`config.mk`:
```
export PLATFORM = sky130hd
export DESIGN_NAME = screen_generator
export DESIGN_NICKNAME = d
export VERILOG_FILES = /design/src/rtl/screen_generator_pkg.sv /design/src/rtl/sync_axis_counter.sv /design/src/rtl/screen_generator.sv
export SDC_FILE = /design/constraint.sdc
export NUM_CORES = 1
export LEC_CHECK = 0
export ABC_CLOCK_PERIOD_IN_PS = 2200
export BUFFER_PORTS_ARGS = -buffer_cell sky130_fd_sc_hd__buf_4
export CAP_MARGIN = 20
export CORE_ASPECT_RATIO = 0.8
export CORE_MARGIN = 3
export CORE_UTILIZATION = 30
export CTS_CLUSTER_SIZE = 28
export DETAILED_ROUTE_END_ITERATION = 10
export PLACE_DENSITY = 0.6
export SLEW_MARGIN = 20
export SYNTH_ARGS = -nofsm -noshare
export SYNTH_HDL_FRONTEND = slang
export SYNTH_SLANG_ARGS = --single-unit
export TNS_END_PERCENT = 5
```
`constraint.sdc`:
```
create_clock -name CLK -period 2.2 [get_ports CLK]
set_input_delay 0.11 -clock CLK [delete_from_list [all_inputs] [get_ports CLK]]
set_output_delay 0.11 -clock CLK [all_outputs]
set_load 0.03 [all_outputs]
```
`src/rtl/screen_generator_pkg.sv`:
```
// Shared types for the screen generator: axis state encoding, counter widths
// and the 24-bit {R,G,B} pixel type.
package screen_generator_pkg;

  localparam int H_CNT_W = 11;
  localparam int V_CNT_W = 10;
  localparam int PIXEL_W = 24;

  typedef logic [PIXEL_W-1:0] pixel_t;

  typedef enum logic [1:0] {
    ST_ACTIVE = 2'd0,
    ST_FP     = 2'd1,
    ST_SYNC   = 2'd2,
    ST_BP     = 2'd3
  } axis_state_t;

endpackage

```
`src/rtl/sync_axis_counter.sv`:
```
// One timing axis (horizontal or vertical): position counter with wrap at the
// axis total, plus decode of ACTIVE / FP / SYNC / BP from the count.
module sync_axis_counter
  import screen_generator_pkg::*;
#(
  parameter int           W      = 11,
  parameter logic [W-1:0] ACTIVE = '0,
  parameter logic [W-1:0] FP     = '0,
  parameter logic [W-1:0] SYNC   = '0,
  parameter logic [W-1:0] BP     = '0
) (
  input  logic         CLK,
  input  logic         RST_N,
  input  logic         enable,
  input  logic         step,
  output logic [W-1:0] cnt,
  output logic         wrap,
  output axis_state_t  state
);

  localparam logic [W-1:0] FP_END   = ACTIVE + FP;
  localparam logic [W-1:0] SYNC_END = FP_END + SYNC;
  localparam logic [W-1:0] TOTAL    = SYNC_END + BP;
  localparam logic [W-1:0] LAST     = TOTAL - W'(1);

  assign wrap = step && (cnt == LAST);

  // Deasserting enable parks the axis at 0 so the next run starts a fresh frame.
  always_ff @(posedge CLK or negedge RST_N) begin
    if (!RST_N)       cnt <= '0;
    else if (!enable) cnt <= '0;
    else if (step)    cnt <= wrap ? '0 : cnt + W'(1);
  end

  always_comb begin
    state = ST_BP;
    if (cnt < ACTIVE)        state = ST_ACTIVE;
    else if (cnt < FP_END)   state = ST_FP;
    else if (cnt < SYNC_END) state = ST_SYNC;
  end

endmodule

```
`src/rtl/screen_generator.sv`:
```
// Video timing generator with registered sync/vde/pixel outputs (latency 1).
// Define SCREEN_GENERATOR_MARKER_EN to enable the two single-pixel markers.
module screen_generator
  import screen_generator_pkg::*;
#(
  parameter logic [H_CNT_W-1:0] H_ACTIVE = 11'd1280,
  parameter logic [H_CNT_W-1:0] H_FP     = 11'd110,
  parameter logic [H_CNT_W-1:0] H_SYNC   = 11'd40,
  parameter logic [H_CNT_W-1:0] H_BP     = 11'd220,
  parameter logic [V_CNT_W-1:0] V_ACTIVE = 10'd720,
  parameter logic [V_CNT_W-1:0] V_FP     = 10'd5,
  parameter logic [V_CNT_W-1:0] V_SYNC   = 10'd5,
  parameter logic [V_CNT_W-1:0] V_BP     = 10'd20,
  parameter logic               SYNC_POL = 1'b1,
  parameter pixel_t             BG_COLOR = 24'h00_00_00,
  parameter logic [H_CNT_W-1:0] xPos1    = 11'd83,
  parameter logic [V_CNT_W-1:0] yPos1    = 10'd605,
  parameter pixel_t             pixel1   = 24'h38_73_00,
  parameter logic [H_CNT_W-1:0] xPos2    = 11'd366,
  parameter logic [V_CNT_W-1:0] yPos2    = 10'd605,
  parameter pixel_t             pixel2   = 24'hD5_D5_00
) (
  input  logic          CLK,
  input  logic          RST_N,
  input  logic          enable,
  output logic          hsync,
  output logic          vsync,
  output logic          vde,
  output logic [23:0]   rgb_pixel,
  output logic          frame_start
);

  logic [H_CNT_W-1:0] h_cnt;
  logic [V_CNT_W-1:0] v_cnt;
  logic               h_wrap, v_wrap;
  axis_state_t        h_state, v_state;
  logic               in_active;
  logic               origin;
  pixel_t             active_pix;

  sync_axis_counter #(
    .W(H_CNT_W), .ACTIVE(H_ACTIVE), .FP(H_FP), .SYNC(H_SYNC), .BP(H_BP)
  ) u_h_axis (
    .CLK(CLK), .RST_N(RST_N), .enable(enable), .step(1'b1),
    .cnt(h_cnt), .wrap(h_wrap), .state(h_state)
  );

  sync_axis_counter #(
    .W(V_CNT_W), .ACTIVE(V_ACTIVE), .FP(V_FP), .SYNC(V_SYNC), .BP(V_BP)
  ) u_v_axis (
    .CLK(CLK), .RST_N(RST_N), .enable(enable), .step(h_wrap),
    .cnt(v_cnt), .wrap(v_wrap), .state(v_state)
  );

  assign in_active = (h_state == ST_ACTIVE) && (v_state == ST_ACTIVE);

  // Counters sit at (0,0) exactly after a frame wrap or while parked, so this
  // flag replaces a full-width compare of both counters.
  always_ff @(posedge CLK or negedge RST_N) begin
    if (!RST_N)       origin <= 1'b1;
    else if (!enable) origin <= 1'b1;
    else              origin <= v_wrap;
  end

`ifdef SCREEN_GENERATOR_MARKER_EN
  // Marker 1 is evaluated last so it wins when both coordinates coincide.
  always_comb begin
    active_pix = BG_COLOR;
    if (h_cnt == xPos2 && v_cnt == yPos2) active_pix = pixel2;
    if (h_cnt == xPos1 && v_cnt == yPos1) active_pix = pixel1;
  end
`else
  assign active_pix = BG_COLOR;
`endif

  always_ff @(posedge CLK or negedge RST_N) begin
    if (!RST_N) begin
      hsync       <= ~SYNC_POL;
      vsync       <= ~SYNC_POL;
      vde         <= 1'b0;
      rgb_pixel   <= '0;
      frame_start <= 1'b0;
    end else if (!enable) begin
      hsync       <= ~SYNC_POL;
      vsync       <= ~SYNC_POL;
      vde         <= 1'b0;
      rgb_pixel   <= '0;
      frame_start <= 1'b0;
    end else begin
      hsync       <= (h_state == ST_SYNC) ? SYNC_POL : ~SYNC_POL;
      vsync       <= (v_state == ST_SYNC) ? SYNC_POL : ~SYNC_POL;
      vde         <= in_active;
      rgb_pixel   <= in_active ? active_pix : '0;
      frame_start <= origin;
    end
  end

endmodule

```
==> metrics.md, run 1 <==
| Metric | Value |
|---|---|
| Post-synth EDFFs | 0 |
| Setup tns final | 0 ps |
| H-Tree Depth | 1 |
| Commonest non-fill, non-tap cell in the layout | dfrtp_1 |
| Residual DRC | 0 |
| Die W | between 80 and 90 um |
| First-pass GRT wire length | approximately 4700 um |
| Clock power share | 34.7% |
| Detailed Route WL | approximately 2800 um |
| Post-synth ARST share | 100.0% |
| CP Capture Type | flip-flop |
| Hold Fails Final Rpt | 0 |
| Compound-gate portion of the synthesized area | between 7 and 8% |
| RSZ-0062 raised after global routing | false |
| Internal | ~0.66 mW |
| HPWL Detailed | about 2100 um |
| Flops & latches, synth | 26 |
| Cell variety after synth | 37 |
| Status | complete, no violations |
| Critical Path AT | roughly 2100 ps |
| Combinational share of power | a little over a tenth |
| Seq/Total Area, Yosys | 41.55% |
| Layout area overhead | 3.987% |
| WL/cell | around 12 um |
| Switching Share | a little over a quarter |
| CTS Buf Count | 3 |
| Fmax | about 520 MHz |
| Via density | 4.755 |
| Setup violators final | 0 |
| Initial DRT Pass Iterations | 4 |
| Synth Cell Area | 1569 um^2 |
| Main combinational cell family by area after synthesis | simple AND/OR/NAND/NOR gates |
| Antenna Cells | 0 |
| Initial drt markers | 86 |
| Worst-path clk slew | 90 ps |
| Portion of netlist area occupied by mux cells | 0% |
| Maxcap violations | 0 |
| Via Count | roughly 1,100 |
| Pin count of the biggest net entering global routing | 27 |
| Hold WC Path Type | primary input to flip-flop |
| Fin crit period | 1936 ps |
| CP Class | flip-flop to flip-flop |
| Core area | between 4000 and 5000 um^2 |
| Post_cts resized | 0 |
| Site Rows | 22 |
| Worst skew pair latency | between 200 and 300 ps |
| Post-Synth Simple-Gate Area | about 25% |
| Clock Tree Buf Depth | 2 |
| Clk sink count | 26 |
| Placed insts | 228 |
| Fin crit share | a little under 90% |
| Worst Path Max Fanout | 9 |
| GRT Util Overall | under 10% |
| Layout cells sized above 1 | a little over a tenth |
| # IOs | 31 |
| Gpl congestion | slightly above 0.8 |
| Syn_area_per_cell | between 9 and 10 um^2 |
| Initial antenna violation count | 0 |
| Slew Limit Fails | 0 |
| I/O Buffers | 6 |
| Clock skew | 1.116 ps |
| Final std cells w/o fill | 233 |
| Adder-cell share of the synthesized area | ~4% |
| Die height | ~70 um |
| CTS tree | yes |
| Synth Flop Type | dfrtp_1 |
| Most frequent cells in the layout | dfrtp_1, conb_1, nor2_1 |
| Root Driver | clkbuf_8 |
| Cell count after synthesis | 167 |
| Power Density | 554.9 nW/um^2 |
| Vias in the first global route | 996 |
| Nets | 182 |
| Hold_ws | around 150 ps |
| Sw power | 0.2447 mW |
| Worst VDD drop | ~0.22 mV |
| Critical path data required time | roughly 2400 ps |
| Die area | slightly above 6000 um^2 |
| Sequential Power Share | between 50 and 60% |
| Leak pwr | about 0.7 nW |
| YS warnings | 0 |
| Initial Util | roughly 33% |
| DRT antenna net count | 0 |
| Synth Area in XOR/XNOR | 6.140% |
| Total gr overflow | 0 |
| Worst setup SP type | flip-flop |
## synthesized netlist by cell type (all sizes together) (2+ instances only)
| master | n | area [um^2] |
|---|---|---|
| xor2 | 6 | 52.55 |
| buf | 28 | 212.7 |
| o21ai | 10 | 53.80 |
| ha | 5 | 62.56 |
| and4bb | 2 | 25.02 |
| inv | 5 | 18.77 |
| nand2 | 9 | 33.78 |
| and4 | 3 | 26.28 |
| and3 | 2 | 12.51 |
| or3 | 7 | 48.80 |
| nand4 | 6 | 37.54 |
| nor3 | 3 | 15.01 |
| and2 | 2 | 12.51 |
| dfrtp | 25 | 625.6 |
| nor2 | 17 | 63.81 |
| xnor2 | 5 | 43.79 |
| a31oi | 2 | 12.51 |
| a21oi | 7 | 38.79 |
| nand4bb | 2 | 22.52 |
| nand3 | 9 | 45.04 |
## power by group through the flow
stage	sequential, mW	clock (mW)	combinational, mW
after floorplan	0.503	0	0.108
after global placement	0.500	0	0.0991
after detailed placement	0.501	0	0.0991
after CTS	0.492	0.325	0.101
after global routing	0.493	0.353	0.108
final	0.491	0.314	0.0998
## through the flow
stage / util, % / power [mW] / instance area [um^2] / worst slack (ps)
after floorplan: - / 0.6111 / 1655 / 438.9
after global placement: 32.52 / 0.5995 / 1567 / 337.7
after detailed placement: 32.52 / 0.6001 / 1567 / 239.0
after CTS: 33.87 / 0.9173 / 1632 / 232.0
after global routing: 33.87 / 0.9544 / 1632 / 117.2
final: 33.87 / 0.9053 / 1632 / 264.1
## sequential cells by signal, summed over array words and instances (netlist names)
signal        count
u_h_axis.cnt     11
u_v_axis.cnt     10
frame_start       1
hsync             1
origin            1
vde               1
vsync             1
## cell type report
type | instances | area, um^2
inverter | 5 | 18.77
clock buffer | 4 | 55.05
fill | 496 | 3186
tap | 60 | 75.07
sequential | 26 | 651.9
timing repair buffer | 8 | 62.56
multi-input combinational | 130 | 768.2
## final timing paths
kind / to / start / slack, ps / cells past startpoint
max: u_v_axis.cnt[5] / u_h_axis.cnt[1] / 260 / 6
min: frame_start / enable / 150 / 2
max reg2reg: u_v_axis.cnt[5] / u_h_axis.cnt[1] / 260 / 6
min reg2reg: u_h_axis.cnt[0] / u_h_axis.cnt[0] / 520 / 1
max in group asynchronous: origin / RST_N / 1630 / 2
min in group asynchronous: u_v_axis.cnt[1] / RST_N / 270 / 2
## what timing repair did
action	in CTS	in global routing
endpoints found under the setup margin	0	0
hold buffers	1	0
setup buffers	0	0
endpoints found under the hold margin	25	0
## cells by family (layout without fill, tap and decap cells)
logic type,Yosys count,count (layout)
other,1,24
buffers and inverters,34,17
adder cells (fa/ha/maj),5,5
AND/OR/NAND/NOR,69,69
AO/OA/AOI/OAI,21,21
XOR/XNOR,11,11
flip-flops,26,26
## critical path, stage by stage, from the launching register on
cell and delay, ps:
dfrtp_1 440, inv_1 80, ha_1 150, nand4bb_1 120, or3_1 500, o21ai_2 420
nor2_1 100
## layer usage
metal / up-vias / track usage [%] / wire (um)
met3: 2 / 3.143 / 167
met5: - / 0 / 0
met4: 0 / 2.076 / 12
met2: 30 / 12.55 / 1192
li1: 543 / - / -
met1: 533 / 15.15 / 1473
Power figures use the tool's default switching activity.
==> run 2, diff against run 1 <==
- GPL_TIMING_DRIVEN: unset -> 0
==> metrics.md, run 2 (synthesis results as in run 1) <==
| Metric | Value |
|---|---|
| Fillers | 479 |
| Largest Register | u_h_axis.cnt |
| Detailed Route WL | between 2000 and 3000 um |
| Initial DRT Pass Iterations | 4 |
| WL/cell | around 11 um |
| Worst VDD drop | ~0.20 mV |
| First-pass GRT wire length | roughly 5000 um |
| Fin crit share | roughly nine tenths |
| Nets | 209 |
| RR Endpoint | u_v_axis.cnt[9] |
| Core area | 4817 um^2 |
| Post_cts resized | 0 |
| Sw power | between 0.2 and 0.25 mW |
| Antenna Cells | 0 |
| Placed insts | ~260 |
| Die height | 70.69 um |
| Clk sink count | 26 |
| Sequential Power Share | a little over half |
| CP max stage delay | between 400 and 500 ps |
| Final std cells w/o fill | between 200 and 300 |
| Status | complete, no violations |
| CTS tree | yes |
| Total gr overflow | 0 |
| Die area | 6139 um^2 |
| CP Capture Type | flip-flop |
| Setup violators final | 0 |
| Postcts setup bufs | 0 |
| Initial antenna violation count | 0 |
| Internal | 0.6884 mW |
| Initial drt markers | 94 |
| Layout area overhead | 16.83% |
| Worst Path Max Fanout | 9 |
| Layout Utilization | about two fifths |
| Gpl congestion | between 0.7 and 0.8 |
| Largest register FFs | 11 |
| Via density | between 4 and 5 |
| R2R Setup Slk | 220 ps |
| Site Rows | 22 |
| CTS Buf Count | 3 |
| Commonest non-fill, non-tap cell in the layout | buf_4 |
| Hold WC Path Type | primary input to asynchronous set/reset pin |
| Initial Util | between 30% and 40% |
| HPWL Detailed | approximately 2100 um |
| Slew Limit Fails | 0 |
| Critical Path AT | 2110 ps |
| Layout cells sized above 1 | around 22% |
| Fmax | roughly 510 MHz |
| Combinational share of power | between 10% and 20% |
| # IOs | 31 |
| Fin crit period | roughly 2000 ps |
| Clock Tree Buf Depth | 2 |
| Worst setup SP type | flip-flop |
| Slew Limit Headroom | ~67% |
| CP max stage cell | dfrtp_1 |
| Power Density | between 500 and 600 nW/um^2 |
| CP Class | flip-flop to flip-flop |
| RSZ-0062 raised after global routing | false |
| Pin count of the biggest net entering global routing | 27 |
| I/O Buffers | 5 |
| Slew @ Worst Pin | 500.1 ps |
| Vias in the first global route | around 1,100 |
| Clock skew | 3.166 ps |
| Switching Share | 26.14% |
| Worst skew pair latency | roughly 270 ps |
| Setup tns final | 0 ps |
| R2R Path Start | u_h_axis.cnt[1] |
| Root Driver | clkbuf_8 |
| Residual DRC | 0 |
| Via Count | about 1,200 |
| GRT Util Overall | ~10% |
| Worst-path clk slew | ~90 ps |
| Die W | a little under 90 um |
| Register-to-Register Path Depth | 7 |
| Critical path data required time | ~2300 ps |
| DRT antenna net count | 0 |
| Largest regs | u_h_axis.cnt x11, u_v_axis.cnt x10 |
| Most frequent cells in the layout | buf_4, dfrtp_1, conb_1 |
| H-Tree Depth | 1 |
| Clock power share | 32.9% |
| Hold Fails Final Rpt | 0 |
| Maxcap violations | 0 |
| Leak pwr | between 0.8 and 0.9 nW |
| Crit path cell chain | inv_1 -> ha_1 -> nand4bb_1 -> or3_1 -> buf_6 -> o21ai_2 -> a21oi_1 |
[run 2: cell count changes in the layout (fill, tap and decap cells not counted)]
cell	before	now
buf_2	0	2
buf_4	7	29
buf_6	0	2
clkbuf_1	0	1
[run 2: repair_timing]
action | CTS | global route
hold endpoints to repair | 25 | 0
setup endpoints to repair | 0 | 0
hold buffers | 1 | 0
[run 2: worst max-delay path, delay by kind of cell, from the launching register on]
family | cells | cell delay, ps
AO/OA/AOI/OAI | 2 | 490
AND/OR/NAND/NOR | 2 | 500
buffers and inverters | 2 | 230
adder cells (fa/ha/maj) | 1 | 180
flip-flops | 1 | 440
[run 2: per-layer routing]
metal  up-vias  routed length (um)  global-route usage [%]
met3         2                 172                   3.143
met5         -                   0                       0
li1        597                   -                       -
met2        27                1221                   14.57
met1       532                1482                   14.68
met4         0                   8                   1.557
[run 2: how the worst max path moves through the flow]
stage	slack, ps	depth (start not counted)	end	from
after floorplan	440	7	u_v_axis.cnt[4]	u_h_axis.cnt[1]
after global placement	260	7	u_v_axis.cnt[3]	u_h_axis.cnt[1]
after detailed placement	220	7	u_v_axis.cnt[9]	u_h_axis.cnt[1]
after CTS	190	7	u_v_axis.cnt[9]	u_h_axis.cnt[1]
after global routing	60	7	u_v_axis.cnt[9]	u_h_axis.cnt[1]
final	220	7	u_v_axis.cnt[9]	u_h_axis.cnt[1]
[run 2: power groups by stage]
stage / clock network, mW / logic, mW / registers (mW)
after floorplan: 0 / 0.108 / 0.503
after global placement: 0 / 0.132 / 0.500
after detailed placement: 0 / 0.133 / 0.500
after CTS: 0.323 / 0.135 / 0.491
after global routing: 0.346 / 0.147 / 0.492
final: 0.306 / 0.135 / 0.491
[run 2: metrics by stage]
stage          area [um^2]  hold slack (ps)  power, mW  setup WS [ps]
5_1_grt               1833            303.7     0.9848          55.77
6_report              1833            283.8     0.9321          223.4
2_1_floorplan         1655           -185.6     0.6111          438.9
3_5_place_dp          1768            44.22     0.6338          223.8
3_3_place_gp          1768            40.55     0.6326          261.2
4_1_cts               1833            291.9     0.9491          193.2
[run 2: final cells by class]
cell class	instances	area [um^2]	area share, %
inverters	5	18.77	1.024
clock buffers	4	55.05	3.003
flip-flops and latches	26	651.9	35.56
plain buffers	29	216.5	11.81
well taps	60	75.07	4.096
multi-input cells	130	768.2	41.91
repair buffers	6	47.55	2.594
==> run 3, diff against run 2 <==
- ABC_CLOCK_PERIOD_IN_PS: 2200 -> 1850
- CELL_PAD_IN_SITES_DETAIL_PLACEMENT: unset -> 0
- CELL_PAD_IN_SITES_GLOBAL_PLACEMENT: unset -> 1
- PLACE_DENSITY: 0.6 -> 0.71
- clock period: 2.2 -> 1.85 ns (I/O delays scaled with it)
==> metrics.md, run 3 (synthesis results as in run 1) <==
| Metric | Value |
|---|---|
| Status | complete, no violations |
| Most frequent cells in the layout | buf_4, conb_1, dfrtp_1 |
| Fin crit period | 1762 ps |
| Root Driver | clkbuf_8 |
| Clock skew | 7.013 ps |
| Site Rows | 22 |
| CTS tree | yes |
| Fin crit share | between 90% and 100% |
| Power Density | just under 600 nW/um^2 |
| Initial Util | between 30% and 40% |
| CP Class | flip-flop to flip-flop |
| GRT Util Overall | roughly a tenth |
| Initial DRT Pass Iterations | 4 |
| Total gr overflow | 0 |
| Layout cells sized above 1 | between 20% and 30% |
| Detailed Route WL | a little under 3000 um |
| R2R Path Start | u_h_axis.cnt[1] |
| Maxcap violations | 0 |
| Leak pwr | between 0.8 and 0.9 nW |
| Worst-path clk slew | about 90 ps |
| Largest Register | u_h_axis.cnt |
| Gpl congestion | 0.7621 |
| WL/cell | 11.08 um |
| RSZ-0062 raised after global routing | true |
| Critical Path AT | between 1500 and 2000 ps |
| Initial drt markers | 84 |
| I/O Buffers | 5 |
| Hold_ws | between 200 and 300 ps |
| Largest register FFs | 11 |
| Worst VDD drop | roughly 0.37 mV |
| Slew Limit Headroom | 65.76% |
| H-Tree Depth | 1 |
| Fmax | around 570 MHz |
| Die W | 86.86 um |
| Die area | 6139 um^2 |
| Worst Path Max Fanout | 7 |
| HPWL Detailed | roughly 2100 um |
| Initial antenna violation count | 0 |
| CTS Buf Count | 3 |
| Nets | approximately 210 |
| DRT antenna net count | 0 |
| Final Power | 1.116 mW |
| RR Endpoint | u_v_axis.cnt[2] |
| Residual DRC | 0 |
| Antenna Cells | 0 |
| Slew Limit Fails | 0 |
| Worst setup SP type | flip-flop |
| Core area | a little under 5000 um^2 |
| Clock Tree Buf Depth | 2 |
| Die height | between 70 and 80 um |
| Commonest non-fill, non-tap cell in the layout | buf_4 |
| Clk sink count | 26 |
| Worst skew pair latency | between 200 and 300 ps |
| Design area | between 1500 and 2000 um^2 |
| Via density | 4.333 |
| Worst Setup SP | u_h_axis.cnt[1] |
| First-pass GRT wire length | approximately 5000 um |
| Critical path data required time | about 2100 ps |
| Slew @ Worst Pin | ~510 ps |
| Setup violators final | 0 |
| Hold Fails Final Rpt | 0 |
| R2R Setup Slk | slightly below 90 ps |
| Placed Area | between 1500 and 2000 um^2 |
| CP Capture Type | flip-flop |
| Hold WC Path Type | primary input to asynchronous set/reset pin |
| Largest regs | u_h_axis.cnt x11, u_v_axis.cnt x10 |
| Layout area overhead | 20.18% |
| Via Count | roughly 1,100 |
| Vias in the first global route | around 1,000 |
| Pin count of the biggest net entering global routing | 27 |
| Register-to-Register Path Depth | 7 |
| Layout Utilization | between 30% and 40% |
| # IOs | 31 |
run 3: metrics by stage:
stage	setup TNS, ps	std cells	worst slack (ps)
final	0	264	87.83
after CTS	0	263	5.651
after global routing	-199.6	264	-27.17
after global placement	-883.8	255	-133.5
after detailed placement	-878.3	255	-133.5
after floorplan	0	190	88.85
run 3: worst max-delay path by stage:
stage / depth (start not counted) / end
2_1_floorplan: 7 / u_v_axis.cnt[4]
3_3_place_gp: 7 / u_v_axis.cnt[3]
3_5_place_dp: 7 / u_v_axis.cnt[3]
4_1_cts: 7 / u_v_axis.cnt[4]
5_1_grt: 7 / u_v_axis.cnt[3]
6_report: 7 / u_v_axis.cnt[2]
run 3: repair_timing:
action                                  CTS  global route
endpoints found under the hold margin    25             0
gates cloned                              0             0
hold buffers                              1             0
pin swaps                                 0             9
endpoints found under the setup margin   12            18
resized for setup                         1             4
setup buffers                             3             2
run 3: layout make-up:
type | count | area [um^2]
buffer | 28 | 211.5
multi-input combinational | 130 | 787.0
sequential | 26 | 653.1
inverter | 5 | 18.77
clock buffer | 4 | 55.05
tap | 60 | 75.07
fill | 480 | 2932
timing repair buffer | 11 | 85.08
run 3: critical path, stage by stage (launching register included):
cell       delay, ps
dfrtp_1          390
inv_1             60
ha_2             170
nand4bb_1        130
or3_1            340
buf_6            150
or3_1            300
a21oi_1          140
run 3: power by group:
part           switching [mW]  internal, mW
Combinational           0.110        0.0577
Clock                   0.174         0.190
Sequential            0.00633         0.577
Total                   0.290         0.825
run 3: per-layer routing:
| metal | global-route usage, % | part of all wire [%] |
|---|---|---|
| met2 | 13.06 | 40 |
| met1 | 15.93 | 54 |
| met4 | 2.595 | 1.1 |
| met3 | 2.678 | 4.9 |
| met5 | 0 | 0 |
